[src/rtl/fetch_pkg.sv]
// Shared types and constants for the instruction-fetch sequencer.
package fetch_pkg;

    localparam int unsigned XLEN = 32;

    localparam logic [XLEN-1:0] RESET_PC   = 32'h0040_0024;
    localparam logic [XLEN-1:0] EXC_VECTOR = 32'h8000_0180;

    typedef enum logic [1:0] {
        IDLE  = 2'd0,
        FETCH = 2'd1,
        HOLD  = 2'd2
    } fetch_state_t;

    function automatic logic [XLEN-1:0] align_word(input logic [XLEN-1:0] addr);
        return {addr[XLEN-1:2], 2'b00};
    endfunction

endpackage

[src/rtl/fetch_target_sel.sv]
// Picks the next fetch PC: live exception, then a parked target, then a live redirect, then pc+4.
module fetch_target_sel
    import fetch_pkg::*;
#(
    parameter logic [XLEN-1:0] P_EXC_VECTOR = EXC_VECTOR
) (
    input  logic            i_exception,
    input  logic            i_pend_valid,
    input  logic [XLEN-1:0] i_pend_target,
    input  logic            i_redirect_valid,
    input  logic [XLEN-1:0] i_redirect_target,
    input  logic [XLEN-1:0] i_seq_pc,
    output logic [XLEN-1:0] o_target
);

    always_comb begin
        o_target = i_seq_pc;
        if (i_exception) begin
            o_target = P_EXC_VECTOR;
        end else if (i_pend_valid) begin
            o_target = i_pend_target;
        end else if (i_redirect_valid) begin
            o_target = align_word(i_redirect_target);
        end
    end

endmodule

[src/rtl/fetch_sequencer.sv]
// Fetch PC, instruction-memory request handshake and decode hand-off, with
// redirect/exception handling that also covers events arriving mid-fetch.
module fetch_sequencer
    import fetch_pkg::*;
#(
    parameter logic [XLEN-1:0] P_RESET_PC   = RESET_PC,
    parameter logic [XLEN-1:0] P_EXC_VECTOR = EXC_VECTOR
) (
    input  logic            clock,
    input  logic            reset,
    input  logic            stall,
    input  logic            redirect_valid,
    input  logic [XLEN-1:0] redirect_target,
    input  logic            exception,
    output logic            imem_req,
    output logic [XLEN-1:0] imem_addr,
    input  logic            imem_ack,
    input  logic [XLEN-1:0] imem_rdata,
    output logic            instr_valid,
    input  logic            instr_ready,
    output logic [XLEN-1:0] instr,
    output logic [XLEN-1:0] instr_pc,
    output logic [XLEN-1:0] instr_pc_4,
    output logic [XLEN-1:0] pc,
    output fetch_state_t    dbg_state
);

    fetch_state_t    r_state;
    fetch_state_t    w_state_next;
    logic [XLEN-1:0] r_pc;
    logic [XLEN-1:0] r_instr;
    logic [XLEN-1:0] r_instr_pc;
    logic [XLEN-1:0] r_pend_target;
    logic            r_pend;
    logic            r_pend_exc;

    logic            w_event;
    logic            w_ack_take;
    logic            w_capture;
    logic [XLEN-1:0] w_seq_pc;
    logic [XLEN-1:0] w_target;

    assign w_event    = exception | redirect_valid;
    assign w_ack_take = (r_state == FETCH) & imem_ack;
    assign w_capture  = w_ack_take & ~r_pend & ~w_event;
    assign w_seq_pc   = r_pc + 32'd4;

    fetch_target_sel #(
        .P_EXC_VECTOR (P_EXC_VECTOR)
    ) u_target_sel (
        .i_exception       (exception),
        .i_pend_valid      (r_pend),
        .i_pend_target     (r_pend_target),
        .i_redirect_valid  (redirect_valid),
        .i_redirect_target (redirect_target),
        .i_seq_pc          (w_seq_pc),
        .o_target          (w_target)
    );

    always_ff @(posedge clock or posedge reset) begin
        if (reset) begin
            r_state <= IDLE;
        end else begin
            r_state <= w_state_next;
        end
    end

    always_comb begin
        w_state_next = r_state;
        unique case (r_state)
            IDLE: begin
                if (!stall) w_state_next = FETCH;
            end
            FETCH: begin
                if (w_capture)       w_state_next = HOLD;
                else if (imem_ack)   w_state_next = stall ? IDLE : FETCH;
            end
            HOLD: begin
                if (w_event || instr_ready) w_state_next = stall ? IDLE : FETCH;
            end
            default: w_state_next = IDLE;
        endcase
    end

    always_comb begin
        imem_req    = (r_state == FETCH);
        instr_valid = (r_state == HOLD);
        imem_addr   = r_pc;
        pc          = r_pc;
        instr       = r_instr;
        instr_pc    = r_instr_pc;
        instr_pc_4  = r_instr_pc + 32'd4;
        dbg_state   = r_state;
    end

    // The PC only moves on an ack; while a request is outstanding events are parked instead.
    always_ff @(posedge clock or posedge reset) begin
        if (reset) begin
            r_pc <= P_RESET_PC;
        end else if (w_ack_take || ((r_state != FETCH) && w_event)) begin
            r_pc <= w_target;
        end
    end

    always_ff @(posedge clock or posedge reset) begin
        if (reset) begin
            r_pend        <= 1'b0;
            r_pend_exc    <= 1'b0;
            r_pend_target <= '0;
        end else if (w_ack_take) begin
            r_pend     <= 1'b0;
            r_pend_exc <= 1'b0;
        end else if (r_state == FETCH) begin
            if (exception) begin
                r_pend        <= 1'b1;
                r_pend_exc    <= 1'b1;
                r_pend_target <= P_EXC_VECTOR;
            end else if (redirect_valid && !r_pend_exc) begin
                r_pend        <= 1'b1;
                r_pend_target <= align_word(redirect_target);
            end
        end
    end

    always_ff @(posedge clock or posedge reset) begin
        if (reset) begin
            r_instr    <= '0;
            r_instr_pc <= '0;
        end else if (w_capture) begin
            r_instr    <= imem_rdata;
            r_instr_pc <= r_pc;
        end
    end

endmodule

[config.mk]
export PLATFORM = sky130hd
export DESIGN_NAME = fetch_sequencer
export DESIGN_NICKNAME = d
export VERILOG_FILES = /design/src/rtl/fetch_pkg.sv /design/src/rtl/fetch_target_sel.sv /design/src/rtl/fetch_sequencer.sv
export SDC_FILE = /design/constraint.sdc
export NUM_CORES = 1
export LEC_CHECK = 0
export CORE_MARGIN = 2
export CORE_UTILIZATION = 46
export CTS_CLUSTER_SIZE = 16
export DETAILED_ROUTE_END_ITERATION = 16
export HOLD_SLACK_MARGIN = 0.03
export PLACE_DENSITY = 0.88
export SYNTH_ARGS = -nofsm -noshare
export SYNTH_HDL_FRONTEND = slang
export SYNTH_SLANG_ARGS = --single-unit
[constraint.sdc]
create_clock -name clock -period 4.45 [get_ports clock]
set_input_delay 0.445 -clock clock [delete_from_list [all_inputs] [get_ports clock]]
set_output_delay 0.445 -clock clock [all_outputs]
set_load 0.005 [all_outputs]
==> results of run 1 <==
-- through the flow --
| step | total power [mW] | util [%] | cell area, um^2 | cells |
|---|---|---|---|---|
| after floorplan | 2.55 | - | 6900 | 700 |
| after global placement | 3.56 | 61.8 | 9010 | 1046 |
| after detailed placement | 3.63 | 61.8 | 9010 | 1046 |
| after CTS | 5.16 | 66.2 | 9660 | 1078 |
| after global routing | 5.38 | 66.2 | 9660 | 1078 |
| final | 5.14 | 66.2 | 9660 | 1078 |
-- synth_stat cells (12+ instances only) --
master	count	area, um^2
sky130_fd_sc_hd__dfrtp_1	123	3080
sky130_fd_sc_hd__nand2_1	84	315
sky130_fd_sc_hd__mux2_2	58	653
sky130_fd_sc_hd__o21ai_0	55	275
sky130_fd_sc_hd__nor2_1	40	150
sky130_fd_sc_hd__buf_4	39	293
sky130_fd_sc_hd__nand3_1	29	145
sky130_fd_sc_hd__xnor2_1	27	236
sky130_fd_sc_hd__a21oi_1	21	105
sky130_fd_sc_hd__clkbuf_1	15	56.3
sky130_fd_sc_hd__nand4_1	13	81.3
sky130_fd_sc_hd__buf_2	12	60.1
-- sequential cells by signal, summed over array words and instances, names as in the netlist --
name	count
instr	32
dbg_state	2
r_pend	1
r_pend_target	30
r_pend_exc	1
instr_pc	30
imem_addr	30
-- where the power goes --
| part | internal, mW | leakage, nW | switching (mW) | total [mW] |
|---|---|---|---|---|
| registers | 1.49 | 1.60 | 0.420 | 1.91 |
| logic | 1.12 | 2.10 | 0.591 | 1.71 |
| clock network | 1.01 | 0.314 | 0.501 | 1.51 |
| total | 3.62 | 4.02 | 1.51 | 5.14 |
-- worst max-delay path, stage by stage, from the launching register on --
cell and delay [ps]:
sky130_fd_sc_hd__dfrtp_1 450, sky130_fd_sc_hd__and4_1 310, sky130_fd_sc_hd__nand3_1 270, sky130_fd_sc_hd__nor2b_1 400
sky130_fd_sc_hd__nand3_1 200, sky130_fd_sc_hd__xnor2_1 210, sky130_fd_sc_hd__clkdlybuf4s50_1 530
-- final cells by class --
cell class,instances,share of cell area [%]
multi-input combinational,490,33.5
sequential,126,32.7
timing repair buffer,233,24.2
clock buffer,22,5.12
tap,184,2.38
clock inverter,10,1.63
inverter,13,0.531
-- kinds of logic after synthesis --
family	after synthesis	share of synthesized area, %
adders and majority gates	2	0.364
buffers and inverters	84	7.48
AOI/OAI and AO/OA	149	14.1
xor gates and xnor gates	38	4.84
and+or+nand+nor	231	17.1
other	1	0.0546
muxes	62	10.1
DFF	126	45.9
-- worst max-delay path by stage --
stage	endpoint	cells past startpoint	start
after floorplan	dbg_state[0]	1	reset
after global placement	r_pend_target[9]	8	exception
after detailed placement	r_pend_target[9]	8	exception
after CTS	instr_pc_4[31]	6	instr_pc[5]
after global routing	instr_pc_4[31]	6	instr_pc[5]
final	instr_pc_4[31]	6	instr_pc[4]
-- layer usage --
layer | GRT usage, % | routed length [um] | vias up | share of wire [%]
met1 | 32.8 | 8200 | 2992 | 40
met3 | 4.46 | 1630 | 51 | 8.0
met5 | 0 | 0 | - | 0
li1 | - | - | 2837 | -
met2 | 41.1 | 9940 | 389 | 49
met4 | 10.5 | 511 | 0 | 2.5
==> reports/qor.tcl, run 1 <==
set qor(drt_pass1_iterations) 6
set qor(r2r_slack_ps) 1920
set qor(cellPowerDensity_nw_per_um2) 532
set qor(synthesis_stage_register_bit_count) 126
set qor(endpoint_kind) {output pin}
set qor(portBuffers) 224
set qor(startpoint_type) {flip-flop}
set qor(synth-edff-count) 0
set qor(outcome) {finished, final reports clean}
set qor(coreArea_um2) 14600
set qor(cts_buffer_depth) 2
set qor(static-leakage-power_nw) 4.02
set qor(rows) 44
set qor(worst_skew_late_latency_ps) 410
set qor(mostFrequentLayoutCell) {sky130_fd_sc_hd__clkdlybuf4s50_1}
set qor(fin_ws_ps) 1220
set qor(filler_cell_count) 1100
set qor(detailedPlacementHpwl_um) 14300
set qor(grt_use_total_pct) 25.0
set qor(detail_route.vias_per_cell) 5.82
set qor(worst_hold_path_type) {flip-flop to flip-flop}
set qor(fin_hold_ws_ps) 481
set qor(ys_warn_count) 0
set qor(routed_wl_um) 20300
set qor(detail_route.drc_violations) 0
set qor(synth_ff_type) {sky130_fd_sc_hd__dfrtp_1}
set qor(final_critical_delay_including_setup_and_external_delays_ps) 3230
set qor(number_of_global_route_vias_before_repair) 6130
set qor(gp_congestion) 0.862
set qor(ctsHoldBuffers) 0
set qor(clock_sinks) 126
set qor(hold_path_end) {r_pend_target[9]}
set qor(synthCells) 693
set qor(peakVddDrop_mv) 0.303
set qor(post-cts-setup-buffers) 0
set qor(cts_buffers) 17
set qor(top_level_ports) 235
set qor(multiInputGateArea_um2) 3240
set qor(final.setup_skew_ps) 11.3
set qor(antenna_violating_nets_post_route) 0
set qor(seq_area_frac_synth_pct) 45.9
set qor(grt_max_degree) 65
set qor(rr_startpoint) {r_pend}
set qor(critical_path.max_fanout) 7
set qor(grt_first_pass_wirelength_um) 32100
set qor(start_util_pct) 47.1
set qor(timing.rr.end) {instr[24]}
set qor(dr.first_iter.drc_count) 592
set qor(finish.net_count) 954
set qor(layout.area.seq_um2) 3160
set qor(grt_antenna_before_repair) 0
set qor(final-max-slew-violation-count) 0
set qor(postSynth.asyncResetShare_pct) 100
set qor(route.vias.total) 6269
set qor(worst_r2r_path_depth) 4
set qor(antennaDiodeCount) 0
set qor(tritoncts) {yes}
set qor(hold_start) {r_pend_target[9]}
set qor(cp.arrival_ps) 2790
set qor(worst_ep_required_time_ps) 4010
set qor(hold_violations) 0
set qor(number_of_setup_violations_in_the_final_report) 0
set qor(chipWidth_um) 126
set qor(worst_pin_slew_ps) 931
set qor(clkSlewWorstSetupHoldPaths_ps) 60
set qor(ys_types) 69
set qor(layout_common_cells) {224 x sky130_fd_sc_hd__clkdlybuf4s50_1, 123 x sky130_fd_sc_hd__dfrtp_1, 84 x sky130_fd_sc_hd__nand2_1}
set qor(max_cap_violations) 0
set qor(path_type_of_the_worst_setup_path) {flip-flop to output pin}
set qor(maxClockFrequency_mhz) 309
set qor(post_cts_resized) 0
set qor(fp.dieArea_um2) 15900
set qor(avgRoutedWirePerCell_um) 18.8
set qor(slew_headroom_pct) 37.9
set qor(setup_tns_ps) 0
set qor(rsz0062_at_grt) {false}
set qor(place_ws_ps) 1310
set qor(die_height_um) 126
set qor(clockRootBuffer) {sky130_fd_sc_hd__clkbuf_16}
set qor(post-route-period-util_pct) 72.6
set qor(area_delta_synth_final_pct) 40.6
set qor(final_layout_size_suffix_gt1_share_pct) 13.6
set qor(cts_h_tree_depth) 4
set qor(worst_hold_path.num_cells) 1
set qor(synth_area_per_cell_um2) 9.92
set qor(synthesis.area_um2) 6870
set qor(gr-total-overflow) 0
Power figures use the tool's default switching activity.
==> run 2, diff against run 1 <==
CORE_UTILIZATION = 42   (was 46)
PLACE_DENSITY = 0.85   (was 0.88)
clock period = 2.8 ns   (was 4.45 ns; I/O delays follow)
==> reports/qor.tcl, run 2 (synthesis results as in run 1) <==
set qor(outcome) {finished, final reports clean} ;# unchanged
set qor(number_of_global_route_vias_before_repair) 6075 ;# was 6130
set qor(cts_h_tree_depth) 4 ;# unchanged
set qor(final.setup_skew_ps) 7.59 ;# was 11.3 ps
set qor(r2r_slack_ps) 520 ;# was 1920 ps
set qor(dr.first_iter.drc_count) 612 ;# was 592
set qor(antenna_violating_nets_post_route) 0 ;# unchanged
set qor(max_cap_violations) 0 ;# unchanged
set qor(worst_hold_path_type) {input pin to async pin} ;# was flip-flop to flip-flop
set qor(avgRoutedWirePerCell_um) 18.5 ;# was 18.8 um
set qor(worst_r2r_path_depth) 6 ;# was 4
set qor(layout.cells.non_filler) 1126 ;# was 1078
set qor(setup_tns_ps) 0 ;# unchanged
set qor(grt_antenna_before_repair) 0 ;# unchanged
set qor(startpoint_type) {flip-flop} ;# unchanged
set qor(tritoncts) {yes} ;# unchanged
set qor(rsz0062_at_grt) {false} ;# unchanged
set qor(cp.arrival_ps) 2360 ;# was 2790 ps
set qor(crit_path_frequent_cell) {sky130_fd_sc_hd__and4_4} ;# was sky130_fd_sc_hd__nand3_1
set qor(grt_first_pass_wirelength_um) 32900 ;# was 32100 um
set qor(detail_route.drc_violations) 0 ;# unchanged
set qor(worst_skew_late_latency_ps) 410 ;# about the same
set qor(critical_path.slowest_cell) {sky130_fd_sc_hd__clkdlybuf4s50_1} ;# unchanged
set qor(maxClockFrequency_mhz) 378
set qor(gate_family_responsible_for_the_most_delay_along_the_worst_path) {simple AND/OR/NAND/NOR gates} ;# unchanged
set qor(grt_max_degree) 127 ;# was 65
set qor(die_height_um) 132 ;# was 126 um
set qor(path_type_of_the_worst_setup_path) {flip-flop to output pin} ;# unchanged
set qor(endpoint_kind) {output pin} ;# unchanged
set qor(filler_cell_count) 1276 ;# was 1100
set qor(number_of_setup_violations_in_the_final_report) 0 ;# unchanged
set qor(grt_use_total_pct) 23.7 ;# was 25.0%
set qor(critical_path_cell_count) 6 ;# unchanged
set qor(coreArea_um2) 15900 ;# was 14600 um^2
set qor(antennaDiodeCount) 0 ;# unchanged
set qor(finish.net_count) 971 ;# was 954
set qor(critical_path_buf_inv_count) 1 ;# unchanged
set qor(detail_route.vias_per_cell) 5.51 ;# was 5.82
set qor(place_inst) 1094 ;# was 1046
set qor(gr-total-overflow) 0 ;# unchanged
set qor(worst_pin_slew_ps) 738 ;# was 931 ps
set qor(drt_pass1_iterations) 5 ;# was 6
set qor(critical_path.max_fanout) 5 ;# was 7
set qor(critical_path.cell_chain) {and4_4 > and4_4 > and2_2 > nand3_1 > xnor2_1 > clkdlybuf4s50_1} ;# was and4_1 > nand3_1 > nor2b_1 > nand3_1 > xnor2_1 > clkdlybuf4s50_1
set qor(peakVddDrop_mv) 0.469 ;# was 0.303 mV
set qor(cellPowerDensity_nw_per_um2) 825 ;# was 532 nW/um^2
set qor(area_delta_synth_final_pct) 43.1 ;# was 40.6%
set qor(hold_violations) 0 ;# unchanged
set qor(detailedPlacementHpwl_um) 14800 ;# was 14300 um
set qor(top_level_ports) 235 ;# unchanged
set qor(route.vias.total) 6199 ;# was 6269
set qor(chipWidth_um) 132 ;# was 126 um
set qor(clkSlewWorstSetupHoldPaths_ps) 60 ;# about the same
set qor(start_util_pct) 43.1 ;# was 47.1%
set qor(layout_common_cells) {224 x sky130_fd_sc_hd__clkdlybuf4s50_1, 116 x sky130_fd_sc_hd__dfrtp_1, 84 x sky130_fd_sc_hd__nand2_1} ;# was 224 x sky130_fd_sc_hd__clkdlybuf4s50_1, 123 x sky130_fd_sc_hd__dfrtp_1, 84 x sky130_fd_sc_hd__nand2_1
set qor(gp_congestion) 0.846 ;# was 0.862
set qor(worst_ep_required_time_ps) 2520 ;# was 4010 ps
set qor(cts_buffer_depth) 2 ;# unchanged
set qor(post-route-period-util_pct) 94.5
set qor(ctsHoldBuffers) 0 ;# unchanged
set qor(portBuffers) 224 ;# unchanged
set qor(final_layout_size_suffix_gt1_share_pct) 16.6 ;# was 13.6%
set qor(slew_headroom_pct) 50.8 ;# was 37.9%
set qor(clockRootBuffer) {sky130_fd_sc_hd__clkbuf_16} ;# unchanged
set qor(mostFrequentLayoutCell) {sky130_fd_sc_hd__clkdlybuf4s50_1} ;# unchanged
set qor(timing.critical_path.slowest_cell_delay_ps) 520 ;# was 530 ps
set qor(routed_wl_um) 20800 ;# was 20300 um
set qor(cts_buffers) 17 ;# unchanged
set qor(final_critical_delay_including_setup_and_external_delays_ps) 2640
set qor(clock_sinks) 126 ;# unchanged
set qor(flip_flop_count_of_the_largest_register_all_copies_and_words_added) 32 ;# unchanged
set qor(final-max-slew-violation-count) 0 ;# unchanged
set qor(rows) 46 ;# was 44
set qor(static-leakage-power_nw) 4.07 ;# was 4.02 nW
set qor(fp.dieArea_um2) 17400 ;# was 15900 um^2
run 2: tightest hold or removal path, delay by kind of cell:
family	cells	cell delay, ps
buffers and inverters	3	1040
run 2: what timing repair did:
| action | 4_1_cts | 5_1_grt |
|---|---|---|
| pin swaps | 0 | 2 |
| hold endpoints to repair | 0 | 0 |
| gates cloned | 0 | 0 |
| setup endpoints to repair | 9 | 14 |
| gates resized for setup | 7 | 13 |
| buffers inserted | 0 | 1 |
run 2: cell type report:
type                            count  area [um^2]  area share (%)
Multi-Input combinational cell    490         3270            33.3
Sequential cell                   126         3170            32.2
Timing Repair Buffer              250         2460            25.0
Clock buffer                       25          505            5.14
Tap cell                          216          270            2.75
Clock inverter                      6          105            1.07
Inverter                           13         52.6           0.534
run 2: path summary, 6_finish.rpt:
kind,start,endpoint
min in group clock,redirect_target[14],r_pend_target[14]
worst min register to register,r_pend_target[16],r_pend_target[16]
worst min-delay path,reset,instr_pc[9]
max in group asynchronous,reset,instr_pc[19]
worst max register to register,r_pend,imem_addr[24]
worst max-delay path,instr_pc[7],instr_pc_4[26]
run 2: power breakdown:
group | switching [mW] | internal [mW]
Clock | 0.767 | 1.51
Combinational | 1.02 | 1.83
Sequential | 0.606 | 2.38
run 2: metrics by stage:
stage	util (%)	cell area, um^2	hold slack [ps]	worst slack (ps)	power [mW]
floorplan	-	6900	422	822	4.05
global placement	57.5	9170	459	324	5.72
detailed placement	57.5	9170	471	265	5.83
CTS	61.5	9800	457	7.25	8.13
global route	61.7	9840	456	7.43	8.49
finish	61.7	9840	421	155	8.11
run 2: metal layers:
metal	up-vias	wire, um	track usage [%]
met2	294	10400	39.9
met3	39	1320	4.58
li1	2860	-	-
met1	3006	8650	30.3
met4	0	439	9.24
met5	-	0	0
==> run 3, diff against run 2 <==
CTS_CLUSTER_DIAMETER = 50   (was default)
SKIP_LAST_GASP = 1   (was default)
==> reports/qor.tcl, run 3 (synthesis results as in run 1) <==
set qor(ctsHoldBuffers) 0 ;# unchanged
set qor(number_of_global_route_vias_before_repair) 6075 ;# unchanged
set qor(clkPwrFrac_pct) 28.0 ;# was 28.1%
set qor(share_seq_of_total_power_pct) 36.8 ;# about the same
set qor(maxClockFrequency_mhz) 377 ;# was 378 MHz
set qor(fin_hold_ws_ps) 425 ;# was 421 ps
set qor(die_height_um) 132 ;# unchanged
set qor(post-route-period-util_pct) 94.7 ;# was 94.5%
set qor(worst_skew_late_latency_ps) 420 ;# was 410 ps
set qor(drt_pass1_iterations) 6 ;# was 5
set qor(share_comb_of_total_power_pct) 35.1 ;# about the same
set qor(outcome) {finished, final reports clean} ;# unchanged
set qor(slew_headroom_pct) 50.1 ;# was 50.8%
set qor(fp.dieArea_um2) 17400 ;# unchanged
set qor(grt_first_pass_wirelength_um) 32900 ;# unchanged
set qor(grt_use_total_pct) 23.7 ;# unchanged
set qor(mostFrequentLayoutCell) {sky130_fd_sc_hd__clkdlybuf4s50_1} ;# unchanged
set qor(setup_tns_ps) 0 ;# unchanged
set qor(detail_route.drc_violations) 0 ;# unchanged
set qor(path_type_of_the_worst_setup_path) {flip-flop to output pin} ;# unchanged
set qor(start_util_pct) 43.1 ;# unchanged
set qor(stdcell_area_um2) 9830 ;# was 9840 um^2
set qor(rsz0062_at_grt) {true} ;# was false
set qor(critical_path.max_fanout) 6 ;# was 5
set qor(internal-power_mw) 5.72 ;# about the same
set qor(gp_congestion) 0.846 ;# unchanged
set qor(net_switching_power_of_the_design_mw) 2.39 ;# about the same
set qor(worst_hold_path_type) {input pin to async pin} ;# unchanged
set qor(cts_buffer_depth) 2 ;# unchanged
set qor(cp.arrival_ps) 2370 ;# was 2360 ps
set qor(grt_max_degree) 127 ;# unchanged
set qor(finish.net_count) 971 ;# unchanged
set qor(cellPowerDensity_nw_per_um2) 825 ;# about the same
set qor(routed_wl_um) 20900 ;# was 20800 um
set qor(layout_common_cells) {224 x sky130_fd_sc_hd__clkdlybuf4s50_1, 116 x sky130_fd_sc_hd__dfrtp_1, 84 x sky130_fd_sc_hd__nand2_1} ;# unchanged
set qor(top_level_ports) 235 ;# unchanged
set qor(startpoint_type) {flip-flop} ;# unchanged
set qor(final_layout_size_suffix_gt1_share_pct) 16.6 ;# unchanged
set qor(endpoint_kind) {output pin} ;# unchanged
set qor(antenna_violating_nets_post_route) 0 ;# unchanged
set qor(cts_h_tree_depth) 4 ;# unchanged
set qor(detailedPlacementHpwl_um) 14800 ;# unchanged
set qor(max_cap_violations) 0 ;# unchanged
set qor(area_delta_synth_final_pct) 43.0 ;# was 43.1%
set qor(place_area_um2) 9170 ;# unchanged
set qor(gr-total-overflow) 0 ;# unchanged
set qor(number_of_setup_violations_in_the_final_report) 0 ;# unchanged
set qor(clkSlewWorstSetupHoldPaths_ps) 60 ;# about the same
set qor(coreArea_um2) 15900 ;# unchanged
set qor(flip_flop_count_of_the_largest_register_all_copies_and_words_added) 32 ;# unchanged
set qor(hold_violations) 0 ;# unchanged
set qor(antennaDiodeCount) 0 ;# unchanged
set qor(final_critical_delay_including_setup_and_external_delays_ps) 2650 ;# was 2640 ps
set qor(peakVddDrop_mv) 0.467 ;# was 0.469 mV
set qor(chipWidth_um) 132 ;# unchanged
set qor(clockRootBuffer) {sky130_fd_sc_hd__clkbuf_16} ;# unchanged
set qor(final.setup_skew_ps) 7.85 ;# was 7.59 ps
set qor(power.switching_fraction_pct) 29.5 ;# about the same
set qor(rows) 46 ;# unchanged
set qor(tritoncts) {yes} ;# unchanged
set qor(static-leakage-power_nw) 4.07 ;# about the same
set qor(portBuffers) 224 ;# unchanged
set qor(clock_sinks) 126 ;# unchanged
set qor(grt_antenna_before_repair) 0 ;# unchanged
set qor(worst_ep_required_time_ps) 2520 ;# about the same
set qor(dr.first_iter.drc_count) 694 ;# was 612
set qor(avgRoutedWirePerCell_um) 18.5 ;# about the same
set qor(detail_route.vias_per_cell) 5.57 ;# was 5.51
set qor(cts_buffers) 17 ;# unchanged
set qor(worst_pin_slew_ps) 749 ;# was 738 ps
set qor(route.vias.total) 6269 ;# was 6199
set qor(final-max-slew-violation-count) 0 ;# unchanged
==> run 3: routing by layer <==
layer | vias up | track usage (%) | part of all wire [%] | wire length, um
li1 | 2853 | - | - | -
met1 | 3055 | 30.3 | 41 | 8620
met2 | 322 | 39.9 | 50 | 10400
met3 | 39 | 4.58 | 6.6 | 1380
met4 | 0 | 9.24 | 2.1 | 441
met5 | - | 0 | 0 | 0
==> run 3: power by group through the flow <==
stage	clock network (mW)	registers, mW	logic [mW]
floorplan	0	2.89	1.16
global placement	0	2.95	2.77
detailed placement	0	2.99	2.84
CTS	2.30	2.97	2.86
global route	2.37	3.07	3.04
finish	2.27	2.99	2.85
==> run 3: worst paths after layout <==
kind / startpoint / endpoint / slack [ps] / depth (start not counted)
max in group asynchronous: reset / instr_pc[19] / 1860 / 3
hold / removal: reset / instr_pc[9] / 420 / 3
setup / recovery: instr_pc[13] / instr_pc_4[23] / 150 / 6
hold reg to reg: r_pend_target[7] / r_pend_target[7] / 480 / 2
setup reg to reg: r_pend / imem_addr[24] / 530 / 6
min in group clock: redirect_target[14] / r_pend_target[14] / 470 / 3
==> run 3: worst max-delay path, cell delays in order, from the launching register on <==
cell	delay, ps
sky130_fd_sc_hd__dfrtp_1	430
sky130_fd_sc_hd__nand4_1	190
sky130_fd_sc_hd__or2_2	360
sky130_fd_sc_hd__nor2_2	130
sky130_fd_sc_hd__and3_1	190
sky130_fd_sc_hd__xor2_1	140
sky130_fd_sc_hd__clkdlybuf4s50_1	520
==> run 3: repair_timing <==
item                       CTS  global route
buffers inserted             0             1
gates resized for setup      7            12
pin swaps                    0             2
setup endpoints to repair    9            14
==> run 3: stage by stage <==
step | utilization [%] | setup slack, ps | cells | power, mW
floorplan | - | 822 | 700 | 4.05
global placement | 57.5 | 324 | 1094 | 5.72
detailed placement | 57.5 | 265 | 1094 | 5.83
CTS | 61.5 | 7.25 | 1125 | 8.13
global route | 61.7 | -11.4 | 1126 | 8.49
finish | 61.7 | 148 | 1126 | 8.11
==> run 3: layout make-up <==
| cell class | count | area, um^2 |
|---|---|---|
| clock buffer | 25 | 505 |
| multi-input combinational | 490 | 3270 |
| sequential | 126 | 3170 |
| clock inverter | 6 | 105 |
| fill | 1277 | 6110 |
| tap | 216 | 270 |
| inverter | 13 | 52.6 |
| timing repair buffer | 250 | 2460 |
